### src/rtl/initial_try_10_pkg.sv
// Shared constants for the initial_try_10 UART loopback buffer: bit timing and FSM state codes.
package initial_try_10_pkg;

    localparam int CLKS_PER_BIT = 1250;
    localparam int HALF_BIT     = CLKS_PER_BIT / 2 - 1;
    localparam int CNT_W        = 11;

    localparam logic [1:0] RX_IDLE  = 2'd0;
    localparam logic [1:0] RX_START = 2'd1;
    localparam logic [1:0] RX_DATA  = 2'd2;
    localparam logic [1:0] RX_STOP  = 2'd3;

    localparam logic [1:0] TX_IDLE  = 2'd0;
    localparam logic [1:0] TX_START = 2'd1;
    localparam logic [1:0] TX_DATA  = 2'd2;
    localparam logic [1:0] TX_STOP  = 2'd3;

endpackage

### src/rtl/uart_rx_8n1.sv
// 8N1 receiver: 2-flop synchronizer, mid-bit sampling, one-cycle valid per byte.
// Optional RX_FRAME_CHECK_EN drops frames whose stop bit samples low.
module uart_rx_8n1
    import initial_try_10_pkg::*;
#(
    parameter int CLKS = CLKS_PER_BIT,
    parameter int HALF = HALF_BIT
) (
    input  logic       clk,
    input  logic       nrst,
    input  logic       rx,
    input  logic       hold,
    output logic [7:0] data,
    output logic       valid
);

    localparam logic [CNT_W-1:0] HALF_C = CNT_W'(HALF);
    localparam logic [CNT_W-1:0] LAST_C = CNT_W'(CLKS - 1);

    logic             rx_meta;
    logic             rx_sync;
    logic [1:0]       state;
    logic [CNT_W-1:0] cnt;
    logic [2:0]       bit_idx;
    logic [7:0]       shreg;
`ifdef RX_FRAME_CHECK_EN
    logic             wait_high;
`endif

    always_ff @(posedge clk or negedge nrst) begin
        if (!nrst) begin
            rx_meta   <= 1'b1;
            rx_sync   <= 1'b1;
            state     <= RX_IDLE;
            cnt       <= '0;
            bit_idx   <= '0;
            shreg     <= '0;
            data      <= '0;
            valid     <= 1'b0;
`ifdef RX_FRAME_CHECK_EN
            wait_high <= 1'b0;
`endif
        end else begin
            rx_meta <= rx;
            rx_sync <= rx_meta;
            valid   <= 1'b0;
            case (state)
                RX_IDLE: begin
                    cnt <= '0;
                    if (!hold && !rx_sync)
                        state <= RX_START;
                end
                // A start bit that is high again at its centre was a glitch.
                RX_START: begin
                    if (cnt == HALF_C) begin
                        cnt     <= '0;
                        bit_idx <= '0;
                        state   <= rx_sync ? RX_IDLE : RX_DATA;
                    end else begin
                        cnt <= cnt + 1'b1;
                    end
                end
                RX_DATA: begin
                    if (cnt == LAST_C) begin
                        cnt   <= '0;
                        shreg <= {rx_sync, shreg[7:1]};
                        if (bit_idx == 3'd7)
                            state <= RX_STOP;
                        else
                            bit_idx <= bit_idx + 1'b1;
                    end else begin
                        cnt <= cnt + 1'b1;
                    end
                end
                default: begin
`ifdef RX_FRAME_CHECK_EN
                    if (wait_high) begin
                        if (rx_sync) begin
                            wait_high <= 1'b0;
                            state     <= RX_IDLE;
                        end
                    end else if (cnt == LAST_C) begin
                        cnt <= '0;
                        if (rx_sync) begin
                            data  <= shreg;
                            valid <= 1'b1;
                            state <= RX_IDLE;
                        end else begin
                            wait_high <= 1'b1;
                        end
                    end else begin
                        cnt <= cnt + 1'b1;
                    end
`else
                    if (cnt == LAST_C) begin
                        cnt   <= '0;
                        data  <= shreg;
                        valid <= 1'b1;
                        state <= RX_IDLE;
                    end else begin
                        cnt <= cnt + 1'b1;
                    end
`endif
                end
            endcase
        end
    end

endmodule

### src/rtl/initial_try_10.sv
// UART loopback buffer: collects WORD_BYTES 8N1 bytes, then retransmits them in order while busy.
// Build option RX_FRAME_CHECK_EN (in uart_rx_8n1) discards frames with a bad stop bit.
module initial_try_10
    import initial_try_10_pkg::*;
#(
    parameter int CLK_HZ     = 12_000_000,
    parameter int BAUD       = 9600,
    parameter int WORD_BYTES = 4
) (
    input  logic clk,
    input  logic nrst,
    input  logic rx,
    output logic tx,
    output logic busy
);

    localparam int BIT_CLKS = CLK_HZ / BAUD;
    localparam int HALF     = BIT_CLKS / 2 - 1;
    localparam int IDX_W    = (WORD_BYTES > 1) ? $clog2(WORD_BYTES) : 1;
    localparam logic [CNT_W-1:0] LAST_C   = CNT_W'(BIT_CLKS - 1);
    localparam logic [IDX_W-1:0] LAST_IDX = IDX_W'(WORD_BYTES - 1);

    logic [7:0]              rx_data;
    logic                    rx_valid;
    logic [8*WORD_BYTES-1:0] buffer;
    logic [IDX_W-1:0]        byte_cnt;
    logic [1:0]              tx_state;
    logic [CNT_W-1:0]        tx_cnt;
    logic [2:0]              tx_bit;
    logic [IDX_W-1:0]        tx_byte;
    logic [7:0]              cur_byte;

    uart_rx_8n1 #(
        .CLKS (BIT_CLKS),
        .HALF (HALF)
    ) u_rx (
        .clk   (clk),
        .nrst  (nrst),
        .rx    (rx),
        .hold  (busy),
        .data  (rx_data),
        .valid (rx_valid)
    );

    assign cur_byte = buffer[{tx_byte, 3'b000} +: 8];

    always_ff @(posedge clk or negedge nrst) begin
        if (!nrst) begin
            tx       <= 1'b1;
            busy     <= 1'b0;
            buffer   <= '0;
            byte_cnt <= '0;
            tx_state <= TX_IDLE;
            tx_cnt   <= '0;
            tx_bit   <= '0;
            tx_byte  <= '0;
        end else begin
            // The start bit goes out on the same edge that busy rises.
            if (rx_valid && !busy) begin
                buffer[{byte_cnt, 3'b000} +: 8] <= rx_data;
                if (byte_cnt == LAST_IDX) begin
                    byte_cnt <= '0;
                    busy     <= 1'b1;
                    tx_state <= TX_START;
                    tx       <= 1'b0;
                    tx_cnt   <= '0;
                    tx_byte  <= '0;
                end else begin
                    byte_cnt <= byte_cnt + 1'b1;
                end
            end
            case (tx_state)
                TX_START: begin
                    if (tx_cnt == LAST_C) begin
                        tx_cnt   <= '0;
                        tx_bit   <= '0;
                        tx       <= cur_byte[0];
                        tx_state <= TX_DATA;
                    end else begin
                        tx_cnt <= tx_cnt + 1'b1;
                    end
                end
                TX_DATA: begin
                    if (tx_cnt == LAST_C) begin
                        tx_cnt <= '0;
                        if (tx_bit == 3'd7) begin
                            tx       <= 1'b1;
                            tx_state <= TX_STOP;
                        end else begin
                            tx_bit <= tx_bit + 1'b1;
                            tx     <= cur_byte[tx_bit + 3'd1];
                        end
                    end else begin
                        tx_cnt <= tx_cnt + 1'b1;
                    end
                end
                TX_STOP: begin
                    if (tx_cnt == LAST_C) begin
                        tx_cnt <= '0;
                        if (tx_byte == LAST_IDX) begin
                            busy     <= 1'b0;
                            tx_state <= TX_IDLE;
                        end else begin
                            tx_byte  <= tx_byte + 1'b1;
                            tx       <= 1'b0;
                            tx_state <= TX_START;
                        end
                    end else begin
                        tx_cnt <= tx_cnt + 1'b1;
                    end
                end
                default: begin
                    tx_cnt <= '0;
                end
            endcase
        end
    end

endmodule

### config.mk
export PLATFORM = sky130hd
export DESIGN_NAME = initial_try_10
export DESIGN_NICKNAME = d
export VERILOG_FILES = /design/src/rtl/initial_try_10_pkg.sv /design/src/rtl/uart_rx_8n1.sv /design/src/rtl/initial_try_10.sv
export SDC_FILE = /design/constraint.sdc
export NUM_CORES = 1
export LEC_CHECK = 0
export BUFFER_PORTS_ARGS = -buffer_cell sky130_fd_sc_hd__buf_2
export CORE_MARGIN = 8
export CORE_UTILIZATION = 55
export CTS_BUF_LIST = sky130_fd_sc_hd__clkbuf_8
export DETAILED_ROUTE_END_ITERATION = 7
export PLACE_DENSITY = 0.71
export SLEW_MARGIN = 5
export SYNTH_ARGS = -nofsm -noshare
export SYNTH_HDL_FRONTEND = slang
export SYNTH_SLANG_ARGS = --single-unit
### constraint.sdc
create_clock -name clk -period 2.6 [get_ports clk]
set_input_delay 0.13 -clock clk [delete_from_list [all_inputs] [get_ports clk]]
set_output_delay 0.13 -clock clk [all_outputs]
set_load 0.02 [all_outputs]
* Word level (Yosys, flattened, before mapping)
Cells that the tools add are included.
Word-level totals: latch bits 0, bits in writable memories 0, input bits 3, ROM bits 0, memories 0, bits in registers 89, logic and storage cells 115
Operators by class: $add $sub $neg 7, muxes and demuxes 52, magnitude comparators 1, multipliers 0, div/mod/pow operators 0, reductions and logical operators 15, bitwise operators 1, equal/unequal tests 20, shift operators 3
Operators with widths (number):
- $mux W11 | 4
- $mux W2 | 18
- $bwmux W32 | 1
- $shift A8 B7 Y32 const A | 1
- $shiftx A32 B6 Y8 | 1
- $shiftx A8 B7 Y32 | 1
- $add A11 B1 Y11 const B | 2
- $eq A11 B11 Y1 const B | 2
- $pmux W11 S2 | 1
- $mux W3 | 6
- $mux W1 | 16
- $pmux W2 S3 | 2
- $pmux W3 S2 | 2
- $eq A11 B10 Y1 const B | 1
- $eq A2 B2 Y1 const B | 5
- $ne A2 B1 Y1 const B | 4
- $ne A2 B2 Y1 const B | 4
- $reduce_and A4 Y1 | 2
- $neg A5 Y7 | 1
- $add A3 B1 Y3 const B | 2
- $eq A3 B3 Y1 const B | 2
- $reduce_or A3 Y1 | 2
- $reduce_and A5 Y1 | 1
- $add A2 B1 Y2 const B | 2
- other kinds (11) | 16

* Depth between registers and ports, before layout
depth in word-level cells 6, gate-level depth with buffers 7

* Hierarchy
From an unflattened synthesis, not the netlist that was laid out.
Unflattened totals: cells, all modules 359, area total of the unflattened synthesis 4297.9 µm²
Modules (own cells, without submodules):
- initial_try_10 | instances 1, cells each 235, area each 2717.6 µm²
- uart_rx_8n1 | instances 1, cells each 124, area each 1580.3 µm²

* Least setup slack after synthesis
OpenSTA, ideal clock, no wires.
kind reg-to-reg, start reg byte_cnt[0], end reg buffer[24], setup time 0.070 ns, setup slack 0.701 ns, clock period less this slack 1.899 ns, arrival time 1.829 ns, buffers on the path 0, cell stages (with the launch flop) 5, data required time 2.530 ns, cell sequence dfrtp_1 -> inv_1 -> ha_1 -> nor4_1 -> a22o_1
Between the ends: word-level cells in the longest chain between the ends 3, elaborated cells on any way between the ends 4, classes of those cells add/sub: 1; shift: 2; mux: 1
RTL lines:
- start, declared | RTL line initial_try_10.sv:26 | logic [IDX_W-1:0] byte_cnt;
- start signal, assigned | RTL line initial_try_10.sv:69 | byte_cnt <= byte_cnt + 1'b1;
- $neg A5 Y7 (*) | RTL line initial_try_10.sv:60 | buffer[{byte_cnt, 3'b000} +: 8] <= rx_data;
- $shiftx A8 B7 Y32 or $shift A8 B7 Y32 (tied branches) | RTL line initial_try_10.sv:60
- $bwmux W32 (*) | RTL line initial_try_10.sv:60
- end signal, assigned by index | RTL line initial_try_10.sv:60
- end, declared | RTL line initial_try_10.sv:25 | logic [8*WORD_BYTES-1:0] buffer;
Every way passes the cells marked *; elsewhere a longest branch is shown, timed or not. A chain may end at the register's enable or synchronous reset.

* Worst setup path in the final report
start reg tx_cnt[1], end reg tx_cnt[6]
Between the ends: word-level cells in the longest chain between the ends 3, elaborated cells on any way between the ends 4, classes of those cells add/sub: 1; eq/ne: 1; mux: 2
RTL lines:
- start, declared | RTL line initial_try_10.sv:28 | logic [CNT_W-1:0] tx_cnt;
- start signal, assigned | RTL line initial_try_10.sv:80 | tx_cnt <= tx_cnt + 1'b1;
- start signal, assigned | RTL line initial_try_10.sv:94 | tx_cnt <= tx_cnt + 1'b1;
- start signal, assigned | RTL line initial_try_10.sv:109 | tx_cnt <= tx_cnt + 1'b1;
- $add A11 B1 Y11 or $eq A11 B11 Y1 (tied branches)
- $mux W11 (*) | RTL line initial_try_10.sv:74, initial_try_10.sv:84, initial_try_10.sv:98
- $mux W11 (*)
Marked as above.

==> impl_metrics.yaml <==
synth:
  synth_top_area_frac: 0.5140
  syn-num-nets: 377
  synthDistinctLibCells: 43
  async_flop_share: 1.000
  synth-seq-cells: 89
  synth_ff_type: "dfrtp_1"
  netlist_area_um2: 4187
  synth_edf_count: 0
  yosys-top-cells-area: "dfrtp_1 (51%), mux2_2 (5.1%), a22o_1 (5.0%), mux4_2 (4.3%), ha_1 (4.2%)"
  ys_warn_count: 0
  syn-instance-count: 360
  yosysSeqAreaShare: 0.5329
  yosys.area.top_type: "dfrtp_1"
  synth_area_per_cell_um2: 11.63
layout:
  final_common_cell: "dfrtp_1"
  antenna_cells: 0
  nets: 391
  syn_to_final_growth_pct: 8.727
  fin_util: 0.6015
  drive_gt1_frac: 0.1715
  fill_cells: 598
  multi_input_area_um2: 1873
  seq_area_um2: 2231
  most-common-layout-cells: "dfrtp_1 (86), nand2_1 (40), nor2_1 (30)"
floorplanning:
  fp-row-count: 32
  die_area_um2: 10660
  start_util: 0.5532
  coreArea_um2: 7567
  die_y_um: 103.2
  ioPinCount: 5
  die_x_um: 103.2
timing:
  fin_setup_tns_ns: 0
  fmax_mhz: 504.9
  worstMarginPinSlew_ns: 1.149
  slew_viol_final: 0
  min_period_ns: 1.980
  skew_ns: 0.008789
  finalSetupViolations: 0
  hold_viol_final: 0
  slew_headroom: 0.2259
  fin_crit_sh: 0.7617
  rsz0062_at_grt: "false"
placement:
  finalWeightedCongestion: 0.8219
  dp_hpwl_mm: 5.275
  port_buffers: 4
routing:
  route.detailed.drc: 0
  firstDrtPassIters: 4
  totalWireLength_mm: 7.616
  antenna_left: 0
  routedWlPerCell_um: 15.83
  drt_iter0_drc: 144
  dr_total_vias: 2707
  viasPerCell: 5.628
power_and_ir_drop:
  p_per_area_nw_per_um2: 509.6
  irDropWorstVdd_v: 0.0004071
  p_leak_nw: 2.002
worst_setup_path:
  critical_path.startpoint_type: "register"
  critPathMaxFanout: 11
  worstPathArrival_ns: 2.19
  cp.required_ns: 2.81
  worstSetupPathType: "reg -> reg"
  end_kind: "register"
clock_tree:
  cts_tree: "built"
  cts_sinks: 89
  cts_buffer_depth: 2
  postCtsHoldBufs: 2
  clkLatencyLatePin_ns: 0.37
  path_clk_slew_ns: 0.10
  cts_max_level: 3
  clk_root_buffer_cell: "clkbuf_8"
  cts_setup_buffers: 0
  cts_inserted_buffers: 9
  cts_resized: 0
grt:
  grt_first_pass_wirelength_mm: 13.15
  grt_pass1_vias: 2723
  grt_max_degree: 59
  grt_antenna_before_repair: 0
  grt_use_total: 0.1631
  grt.overflow.total: 0
hold_path:
  hold_class: "in -> async"
flow_run:
  cap_violations: 0
status:
  outcome: "complete, no violations"
-- through the flow --
step	hold WS [ns]	worst slack (ns)	power [mW]	instances	cell area, um2
floorplan	-0.1656	0.7013	1.415	360	4187
global placement	0.2256	0.6417	1.446	463	4348
detailed placement	0.2339	0.6009	1.447	463	4348
CTS	0.3641	0.6130	2.356	481	4552
global route	0.3696	0.4482	2.414	481	4552
finish	0.3441	0.6196	2.320	481	4552
-- flip-flops by register name, summed over array words and instances, names as in the netlist, 3 cells and up --
name,cells
buffer,32
tx_bit,3
tx_cnt,11
u_rx.bit_idx,3
u_rx.cnt,11
u_rx.data,8
u_rx.shreg,8
-- cell families (layout without fill, tap and decap cells) --
| logic type | Yosys count | count (layout) | synth area share |
|---|---|---|---|
| xor+xnor | 18 | 18 | 0.03766 |
| simple gates | 126 | 126 | 0.1575 |
| buf+inv | 21 | 40 | 0.01973 |
| mux | 32 | 32 | 0.1061 |
| compound gates | 60 | 60 | 0.1043 |
| flops | 89 | 89 | 0.5329 |
| fa+ha+maj | 14 | 14 | 0.04184 |
-- cells in the mapped netlist (2+ instances only) --
master / n
a41oi_1: 2
mux2i_1: 5
a21o_1: 2
nor4_4: 2
nor2b_1: 3
xor2_1: 8
clkbuf_1: 7
ha_1: 14
o21ai_0: 20
nor4b_1: 2
mux4_2: 8
a22oi_1: 3
dfstp_2: 3
and3_1: 5
nor4_2: 2
nand4b_1: 2
xnor2_1: 10
mux2_2: 19
inv_1: 10
nor3_1: 6
nand2_1: 40
dfrtp_1: 86
nor2_1: 30
a21oi_1: 3
o2111ai_1: 2
a22o_1: 24
nand3_1: 17
nand3b_1: 3
nor4bb_1: 2
nand4_1: 5
buf_2: 3
-- worst max-delay path, stage by stage (launching register included) --
cell,delay [ns]
dfrtp_1,0.42
inv_1,0.07
ha_1,0.12
nor4bb_1,0.34
nand3_1,0.25
o21ai_0,0.50
nor2_1,0.12
-- per-layer routing --
layer / share of wire / track usage
met4: 0.0076 / 0.05895
met5: 0 / 0
met1: 0.47 / 0.2036
met3: 0.043 / 0.05556
met2: 0.48 / 0.2581
-- path summary, 6_finish.rpt --
path                       cells after the start              startpoint                     end  slack [ns]
setup / recovery                               6     tx_cnt[1]$_DFF_PN0_     tx_cnt[6]$_DFF_PN0_        0.62
hold / removal                                 2                    nrst  buffer[12]$_DFFE_PN0P_        0.34
setup reg to reg                               6     tx_cnt[1]$_DFF_PN0_     tx_cnt[6]$_DFF_PN0_        0.62
hold reg to reg                                0  u_rx.rx_meta$_DFF_PN1_  u_rx.rx_sync$_DFF_PN1_        0.36
max in group asynchronous                      3                    nrst            tx$_DFF_PN1_        1.47
min in group clk                               0  u_rx.rx_meta$_DFF_PN1_  u_rx.rx_sync$_DFF_PN1_        0.36
-- layout make-up --
class | instances | area share
Sequential cell | 89 | 0.4901
Multi-Input combinational cell | 250 | 0.4115
Tap cell | 102 | 0.02804
Clock buffer | 9 | 0.02721
Timing Repair Buffer | 13 | 0.02089
Clock inverter | 7 | 0.01319
Inverter | 11 | 0.009071
-- where the power goes --
| part | internal [mW] | switching, mW | total, mW |
|---|---|---|---|
| clock | 0.364 | 0.536 | 0.900 |
| sequential | 1.39 | 0.000874 | 1.39 |
| combinational | 0.00595 | 0.0272 | 0.0331 |
| total | 1.76 | 0.564 | 2.32 |
Note: power is estimated with default switching activity, not from simulation.
